## src/rtl/btn_debounce.sv

```systemverilog
// btn_debounce: synchronises and debounces a raw push-button, emitting a clean level
// plus single-cycle press, release and long-press pulses.
module btn_debounce #(
    parameter int SYNC_STAGES     = 2,
    parameter int DEBOUNCE_CYCLES = 10000,
    parameter int LONG_CYCLES     = 1000000
) (
    input  logic clk,
    input  logic rst,
    input  logic btn_raw,
    output logic btn_level,
    output logic btn_press,
    output logic btn_release,
    output logic btn_long
);
    localparam int CW = $clog2(DEBOUNCE_CYCLES + 1);
    // a zero-width hold counter is illegal, so the disabled case keeps one idle bit
    localparam int HW = LONG_CYCLES > 0 ? $clog2(LONG_CYCLES + 1) : 1;
    localparam logic [CW-1:0] CNT_LAST  = CW'(DEBOUNCE_CYCLES - 1);
    localparam logic [HW-1:0] HOLD_MAX  = HW'(LONG_CYCLES);
    localparam logic [HW-1:0] HOLD_FIRE = HW'(LONG_CYCLES > 0 ? LONG_CYCLES - 1 : 0);
    localparam bit LONG_EN = LONG_CYCLES > 0;

    typedef enum logic [1:0] {IDLE, ARM_HI, HELD, ARM_LO} state_t;

    state_t state, state_n;
    logic [SYNC_STAGES-1:0] sync;
    logic [CW-1:0] cnt, cnt_n;
    logic [HW-1:0] hold, hold_n;
    logic level_n, press_n, release_n, long_n;
    logic s;

    assign s = sync[SYNC_STAGES-1];

    always_ff @(posedge clk or posedge rst) begin
        if (rst) begin
            sync        <= '0;
            state       <= IDLE;
            cnt         <= '0;
            hold        <= '0;
            btn_level   <= 1'b0;
            btn_press   <= 1'b0;
            btn_release <= 1'b0;
            btn_long    <= 1'b0;
        end else begin
            sync        <= {sync[SYNC_STAGES-2:0], btn_raw};
            state       <= state_n;
            cnt         <= cnt_n;
            hold        <= hold_n;
            btn_level   <= level_n;
            btn_press   <= press_n;
            btn_release <= release_n;
            btn_long    <= long_n;
        end
    end

    always_comb begin
        state_n   = state;
        cnt_n     = cnt;
        hold_n    = hold;
        level_n   = btn_level;
        press_n   = 1'b0;
        release_n = 1'b0;
        long_n    = 1'b0;
        case (state)
            IDLE: if (s) begin
                state_n = ARM_HI;
                cnt_n   = '0;
            end
            ARM_HI: if (!s) begin
                state_n = IDLE;
                cnt_n   = '0;
            end else if (cnt == CNT_LAST) begin
                state_n = HELD;
                level_n = 1'b1;
                press_n = 1'b1;
                hold_n  = '0;
            end else
                cnt_n = cnt + CW'(1);
            HELD: if (!s) begin
                state_n = ARM_LO;
                cnt_n   = '0;
            end else begin
                // saturating hold guarantees a single long pulse per press
                if (hold < HOLD_MAX) hold_n = hold + HW'(1);
                long_n = LONG_EN && (hold == HOLD_FIRE);
            end
            ARM_LO: if (s) begin
                state_n = HELD;
                cnt_n   = '0;
            end else if (cnt == CNT_LAST) begin
                state_n   = IDLE;
                level_n   = 1'b0;
                release_n = 1'b1;
            end else
                cnt_n = cnt + CW'(1);
            default: state_n = IDLE;
        endcase
    end
endmodule
```

## config.mk

```make
export PLATFORM = sky130hd
export DESIGN_NAME = btn_debounce
export DESIGN_NICKNAME = d
export VERILOG_FILES = /design/src/rtl/btn_debounce.sv
export SDC_FILE = /design/constraint.sdc
export NUM_CORES = 1
export LEC_CHECK = 0
export ABC_AREA = 0
export CORE_MARGIN = 2
export CORE_UTILIZATION = 65
export DETAILED_ROUTE_END_ITERATION = 10
export GPL_ROUTABILITY_DRIVEN = 0
export PLACE_DENSITY = 0.93
export SLEW_MARGIN = 20
export SYNTH_ARGS = -nofsm -noshare
export SYNTH_HDL_FRONTEND = slang
export SYNTH_SLANG_ARGS = --single-unit
```

## constraint.sdc

```tcl
create_clock -name clk -period 3 [get_ports clk]
set_input_delay 0.6 -clock clk [delete_from_list [all_inputs] [get_ports clk]]
set_output_delay 0.6 -clock clk [all_outputs]
set_load 0.02 [all_outputs]
```

==> results.py <==
metrics = {
    "logic_synthesis": {
        "yosysSeqAreaShare": 0.4447,
        "syn_area_um2": 2364,
        "synth_cell_types": 52,
        "synth.area.top_cells": "dfrtp_1 (44%), o21ai_0 (5.3%), nand2_1 (3.7%)",
        "synth_top_cell_area_share": 0.4447,
        "synth_enable_flop_cells": 0,
        "yosysTopAreaCell": "dfrtp_1",
        "avgSynthCellArea_um2": 9.269,
        "synth_ff_type": "dfrtp_1",
        "ys_async_sr_fraction": 1.000,
        "yosysWarnings": 0,
        "synthCells": 255,
        "ys_seq_elements": 42,
        "syn-num-nets": 260,
    },
    "pwr": {
        "switching_share": 0.2224,
        "p_leak_nw": 1.145,
        "switchingPower_mw": 0.2119,
        "ir_worst_vdd_v": 0.0003260,
        "pwr-share-clk": 0.357,
        "seqPwrFrac": 0.606,
        "combPwrFrac": 0.037,
        "p_int_mw": 0.7409,
        "pwr_density_cell_nw_per_um2": 380.3,
    },
    "clock_tree": {
        "cts.sinks": 42,
        "cts_hold_buffers": 0,
        "cts_tree": "built",
        "clock_latency_ns": 0.36,
        "numCtsBuffers": 5,
        "root_buffer": "clkbuf_4",
        "cts_setup_buffers": 0,
        "cts_buffer_depth": 2,
        "htree_num_levels": 2,
        "post_cts_resized": 0,
        "cts.clk_slew.worst_paths_ns": 0.12,
    },
    "worst_setup_path": {
        "regToRegSetupSlack_ns": 0.88,
        "reg2reg_from": "cnt[0]",
        "arrival_ns": 2.34,
        "rr_endpoint": "hold[5]",
        "reg2reg_depth": 6,
        "crit_family": "simple AND/OR/NAND/NOR gates",
        "critPathCaptureType": "register",
        "slowest_stage": "dfrtp_1",
        "path_class": "reg -> reg",
        "cp_num_buf_inv": 0,
        "crit_cells": 6,
        "max_stage_delay_ns": 0.41,
        "required_ns": 3.22,
        "cp-start-kind": "register",
        "crit_chain": "ha_1 -> and4b_1 -> and4_1 -> nand4b_4 -> nand2_1 -> a21oi_1",
        "path_max_fanout": 11,
    },
    "global_route": {
        "grt_pass1_wl_mm": 8.252,
        "grt-ovfl-total": 0,
        "grt_max_degree": 43,
        "grt_pass1_vias": 1755,
        "grt.total_usage": 0.2621,
        "antenna_found_initial": 0,
    },
    "placement": {
        "postPlaceCellArea_um2": 2426,
        "portBuffers": 6,
        "place_inst": 296,
        "hpwl_mm": 3.455,
    },
    "route": {
        "first_pass_iters": 4,
        "route.detailed.drc": 0,
        "ant_nets": 0,
        "wire_per_inst_um": 16.00,
        "viasPerCell": 6.668,
        "vias": 2027,
        "drt-initial-drc-count": 200,
        "routed_wl_mm": 4.864,
    },
    "final_layout": {
        "regArea_um2": 1051,
        "drive_above_1_share": 0.08140,
        "stdcell_area_um2": 2505,
        "final_cell_mix": "dfrtp_1 (42), o21ai_0 (25), nand2_1 (23)",
        "stdcell_count": 304,
        "area_delta_synth_final_pct": 5.982,
        "num-fill-cells": 250,
        "nNetsFinal": 262,
        "multi_input_area_um2": 1216,
        "layout_commonest_cell": "dfrtp_1",
        "antenna_cells": 0,
        "final_util": 0.7333,
    },
    "timing": {
        "max_slew_margin": 0.6314,
        "timing.final.crit_share": 0.7076,
        "hold_viol": 0,
        "hold_slack_ns": 0.3704,
        "rsz0062_at_grt": "false",
        "fmax_mhz": 471.1,
        "tns_ns": 0,
        "slew_violations": 0,
        "min_period_ns": 2.123,
        "worstMarginPinSlew_ns": 0.5516,
        "fin_skew_ns": 0.01518,
        "finalSetupViolCount": 0,
    },
    "run": {
        "maxCapViolCount": 0,
    },
    "floorplan": {
        "io_pins": 7,
        "dieArea_um2": 4134,
        "fp.dieH_um": 64.30,
        "die_x_um": 64.30,
        "core-area_um2": 3416,
        "rows": 21,
        "start_util": 0.6919,
    },
    "worst_hold_path": {
        "hold_start": "sync[0]",
        "min_path_cells": 0,
        "worstHoldEndpoint": "sync[1]",
        "hold_path.class": "reg -> reg",
    },
    "outcome": {
        "status": "finished, final reports clean",
    },
}
==> power groups by stage <==
stage          clock, mW  sequential, mW  combinational, mW
3_5_place_dp           0           0.588             0.0359
2_1_floorplan          0           0.584             0.0296
4_1_cts            0.343           0.577             0.0361
3_3_place_gp           0           0.588             0.0349
5_1_grt            0.366           0.578             0.0420
6_report           0.340           0.578             0.0353
==> state kept, by name, indices dropped and copies added, names as in the netlist, named ones only <==
signal and count:
hold 20, cnt 14, sync 2, btn_level 1
btn_long 1, btn_press 1, btn_release 1, state 1
==> synth_stat cells (all sizes together), types with 2 or more instances <==
| library cell | instances |
|---|---|
| nand2b | 3 |
| a22oi | 2 |
| xnor2 | 2 |
| and2 | 6 |
| clkbuf | 5 |
| inv | 7 |
| nand4 | 9 |
| nor4 | 6 |
| nor2 | 16 |
| a31oi | 9 |
| a22o | 5 |
| o21ai | 25 |
| nand2 | 23 |
| a21oi | 14 |
| a21boi | 2 |
| dfrtp | 42 |
| nand3 | 18 |
| and3 | 11 |
| and4 | 4 |
| buf | 8 |
| or3 | 2 |
| nor3 | 4 |
| o21a | 3 |
| a311oi | 2 |
| o31ai | 4 |
| ha | 2 |
| nor3b | 2 |
| a211o | 2 |
| nor2b | 3 |
| a21o | 2 |
==> kinds of logic (layout without fill, tap and decap cells) <==
kind of cell | Yosys count | in the layout | synth area share
AOI/OAI and AO/OA | 77 | 77 | 0.2080
xor gates and xnor gates | 3 | 3 | 0.01112
adders and majority gates | 2 | 2 | 0.01059
buffers and inverters | 20 | 23 | 0.04076
DFF | 42 | 42 | 0.4447
and+or+nand+nor | 111 | 111 | 0.2848
==> stage by stage <==
step / total power [mW] / setup slack [ns]
after floorplan: 0.6134 / 1.204
after global placement: 0.6229 / 0.9903
after detailed placement: 0.6241 / 0.9667
after CTS: 0.9567 / 0.9390
after global routing: 0.9858 / 0.7596
final: 0.9527 / 0.8772
==> worst reg2reg max path, delay by kind of cell (launching register included) <==
| kind | cells | cell delay (ns) |
|---|---|---|
| simple gates | 4 | 1.21 |
| flops | 1 | 0.41 |
| compound gates | 1 | 0.14 |
| fa+ha+maj | 1 | 0.22 |
==> final cells by class <==
type                            count  share of cell area
Multi-Input combinational cell    193              0.4855
Tap cell                           46             0.02298
Clock buffer                        8             0.03147
Timing Repair Buffer                8             0.02997
Sequential cell                    42              0.4196
Inverter                            7             0.01049
==> how the worst max path moves through the flow <==
stage,from,endpoint
after floorplan,cnt[0],cnt[3]
after global placement,cnt[0],hold[13]
after detailed placement,cnt[0],hold[6]
after CTS,cnt[0],hold[1]
after global routing,cnt[0],hold[11]
final,cnt[0],hold[5]
==> per-layer routing <==
metal | vias up | GRT usage | share of wire | wire, um
met3 | 10 | 0.05282 | 0.091 | 443
met5 | - | 0 | 0 | 0
met2 | 96 | 0.3750 | 0.42 | 2064
met1 | 964 | 0.3899 | 0.47 | 2280
li1 | 957 | - | - | -
met4 | 0 | 0.1090 | 0.016 | 76
No activity file was read; power rests on OpenSTA's default activity.
==> RTL edit, RTL diff (same settings) <==
Put one more register stage on the output `btn_level`, without a reset. The value now appears one clock later. The other outputs are not delayed to match.
--- a/src/rtl/btn_debounce.sv
+++ b/src/rtl/btn_debounce.sv
@@ -24,4 +24,6 @@
     typedef enum logic [1:0] {IDLE, ARM_HI, HELD, ARM_LO} state_t;
 
+    logic btn_level_s0;
+
     state_t state, state_n;
     logic [SYNC_STAGES-1:0] sync;
@@ -39,5 +41,5 @@
             cnt         <= '0;
             hold        <= '0;
-            btn_level   <= 1'b0;
+            btn_level_s0 <= 1'b0;
             btn_press   <= 1'b0;
             btn_release <= 1'b0;
@@ -48,5 +50,5 @@
             cnt         <= cnt_n;
             hold        <= hold_n;
-            btn_level   <= level_n;
+            btn_level_s0 <= level_n;
             btn_press   <= press_n;
             btn_release <= release_n;
@@ -59,5 +61,5 @@
         cnt_n     = cnt;
         hold_n    = hold;
-        level_n   = btn_level;
+        level_n   = btn_level_s0;
         press_n   = 1'b0;
         release_n = 1'b0;
@@ -98,3 +100,7 @@
         endcase
     end
+    always_ff @(posedge clk) begin
+        btn_level <= btn_level_s0;
+    end
+
 endmodule
Check against the original RTL: no difference found for any inputs over 10 cycles, from zero or initial values and one cycle with rst high; that may be too few to reach the edited logic, so the function may still have changed.
==> RTL edit against the unedited design <==
Sequential cell count increased by 1. Total power increased by 0.84%. Design area increased by 0.85%. Core utilization increased by 0.62 points. Setup slack got worse by 0.049 ns. Global-route usage increased by 2.3 points. Routed wire length increased by 9.0%. Synthesized cell count increased by 0.39%. First-iteration DRC count increased by 32%. Area after synthesis increased by 0.85%. Highest routed layer unchanged.
==> RTL edit: results (changes against the unedited design) <==
grt_pass1_vias: 1924  # was 1,755
post_dp_cell_area_sq_um: 2450  # was 2430 sq um
peakVddDrop_v: 0.000287  # was 0.000326 V
syn_nets: 261  # was 260
drt-initial-drc-count: 264  # was 200
antenna_cells: 0  # unchanged
synth_area_per_cell_sq_um: 9.31  # was 9.27 sq um
grtUsageTotal: 0.285  # was 0.262
post-place-ws_ns: 0.899  # was 0.967 ns
synthTopCellsByArea: "dfrtp_1 44%, o21ai_0 5.2%, nand2_1 3.6%, nand3_1 3.6%, a21oi_1 2.9%"  # was dfrtp_1 44%, o21ai_0 5.3%, nand2_1 3.7%, nand3_1 3.6%, a21oi_1 3.0%
dp_cells: 298  # was 296
ys_types: 53  # was 52
grt_pass1_wl_um: 9140  # was 8250 um
drt-total-wl_um: 5300  # was 4860 um
fin_skew_ns: 0.0194  # was 0.0152 ns
hold_slack_ns: 0.369  # was 0.370 ns
drive_gt1_frac: 0.0885  # was 0.0814
first_pass_iters: 6  # was 4
fill_cells: 238  # was 250
status: "finished, final reports clean"  # unchanged
grt_max_degree: 31  # was 43
synth-async-reset-ratio: 0.977  # was 1.00
leakage_nw: 1.15  # was 1.14 nW
avgViaCountPerCell: 6.79  # was 6.67
dp_hpwl_um: 3720  # was 3460 um
worstMarginPinSlew_ns: 0.604  # was 0.552 ns
arrival_ns: 2.40  # was 2.34 ns
wire_per_inst_um: 17.3  # was 16.0 um
cts_resized: 0  # unchanged
synth.yosys.seq_area_share: 0.449  # was 0.445
==> RTL edit: routing by layer <==
| metal | vias to the layer above | track usage | wire (um) |
|---|---|---|---|
| met2 | 109 | 0.432 | 2430 |
| met4 | 0 | 0.109 | 95 |
| met3 | 13 | 0.0608 | 402 |
| li1 | 962 | - | - |
| met1 | 995 | 0.405 | 2370 |
| met5 | - | 0 | 0 |
==> RTL edit: final timing paths <==
kind                                         endpoint  slack (ns)  startpoint  cells after the start
hold / removal                                sync[1]        0.37     sync[0]                      0
hold reg to reg                               sync[1]        0.37     sync[0]                      0
setup reg to reg                              hold[4]        0.83      cnt[0]                      6
max in group asynchronous                     sync[1]        1.85         rst                      3
min in group asynchronous  asynchronous set/reset pin        0.61         rst                      2
setup / recovery                              hold[4]        0.83      cnt[0]                      6
==> RTL edit: layout make-up <==
| class | instances | area, sq um | area share |
|---|---|---|---|
| Clock inverter | 1 | 7.51 | 0.00297 |
| Timing Repair Buffer | 9 | 82.6 | 0.0327 |
| Clock buffer | 7 | 65.1 | 0.0258 |
| Sequential cell | 43 | 1070 | 0.424 |
| Inverter | 7 | 26.3 | 0.0104 |
| Multi-Input combinational cell | 193 | 1220 | 0.481 |
| Tap cell | 46 | 57.6 | 0.0228 |
==> RTL edit: report_power, final <==
group / switching (W) / internal (W) / total, W / leakage (nW)
Clock: 0.000194 / 0.000137 / 0.000331 / 0.0375
Sequential: 0.00000836 / 0.000584 / 0.000592 / 0.587
Combinational: 0.0000261 / 0.0000113 / 0.0000374 / 0.529
==> RTL edit: critical path: stages, from the launching register on <==
cell      delay, ns
dfrtp_1        0.42
ha_1           0.22
and4b_1        0.26
and4_1         0.37
nand4b_4       0.22
nand2_1        0.40
a31oi_1        0.15
==> RTL edit: cell families after synthesis <==
logic type	after synthesis	synth area share
simple gates	111	0.282
compound gates	77	0.206
buf+inv	20	0.0404
fa+ha+maj	2	0.0105
flops	43	0.449
xor+xnor	3	0.0110
==> RTL edit: metrics by stage <==
stage	util	total power (W)
2_1_floorplan	-	0.000627
3_3_place_gp	0.718	0.000639
3_5_place_dp	0.718	0.000640
4_1_cts	0.740	0.000961
5_1_grt	0.740	0.000993
6_report	0.740	0.000961
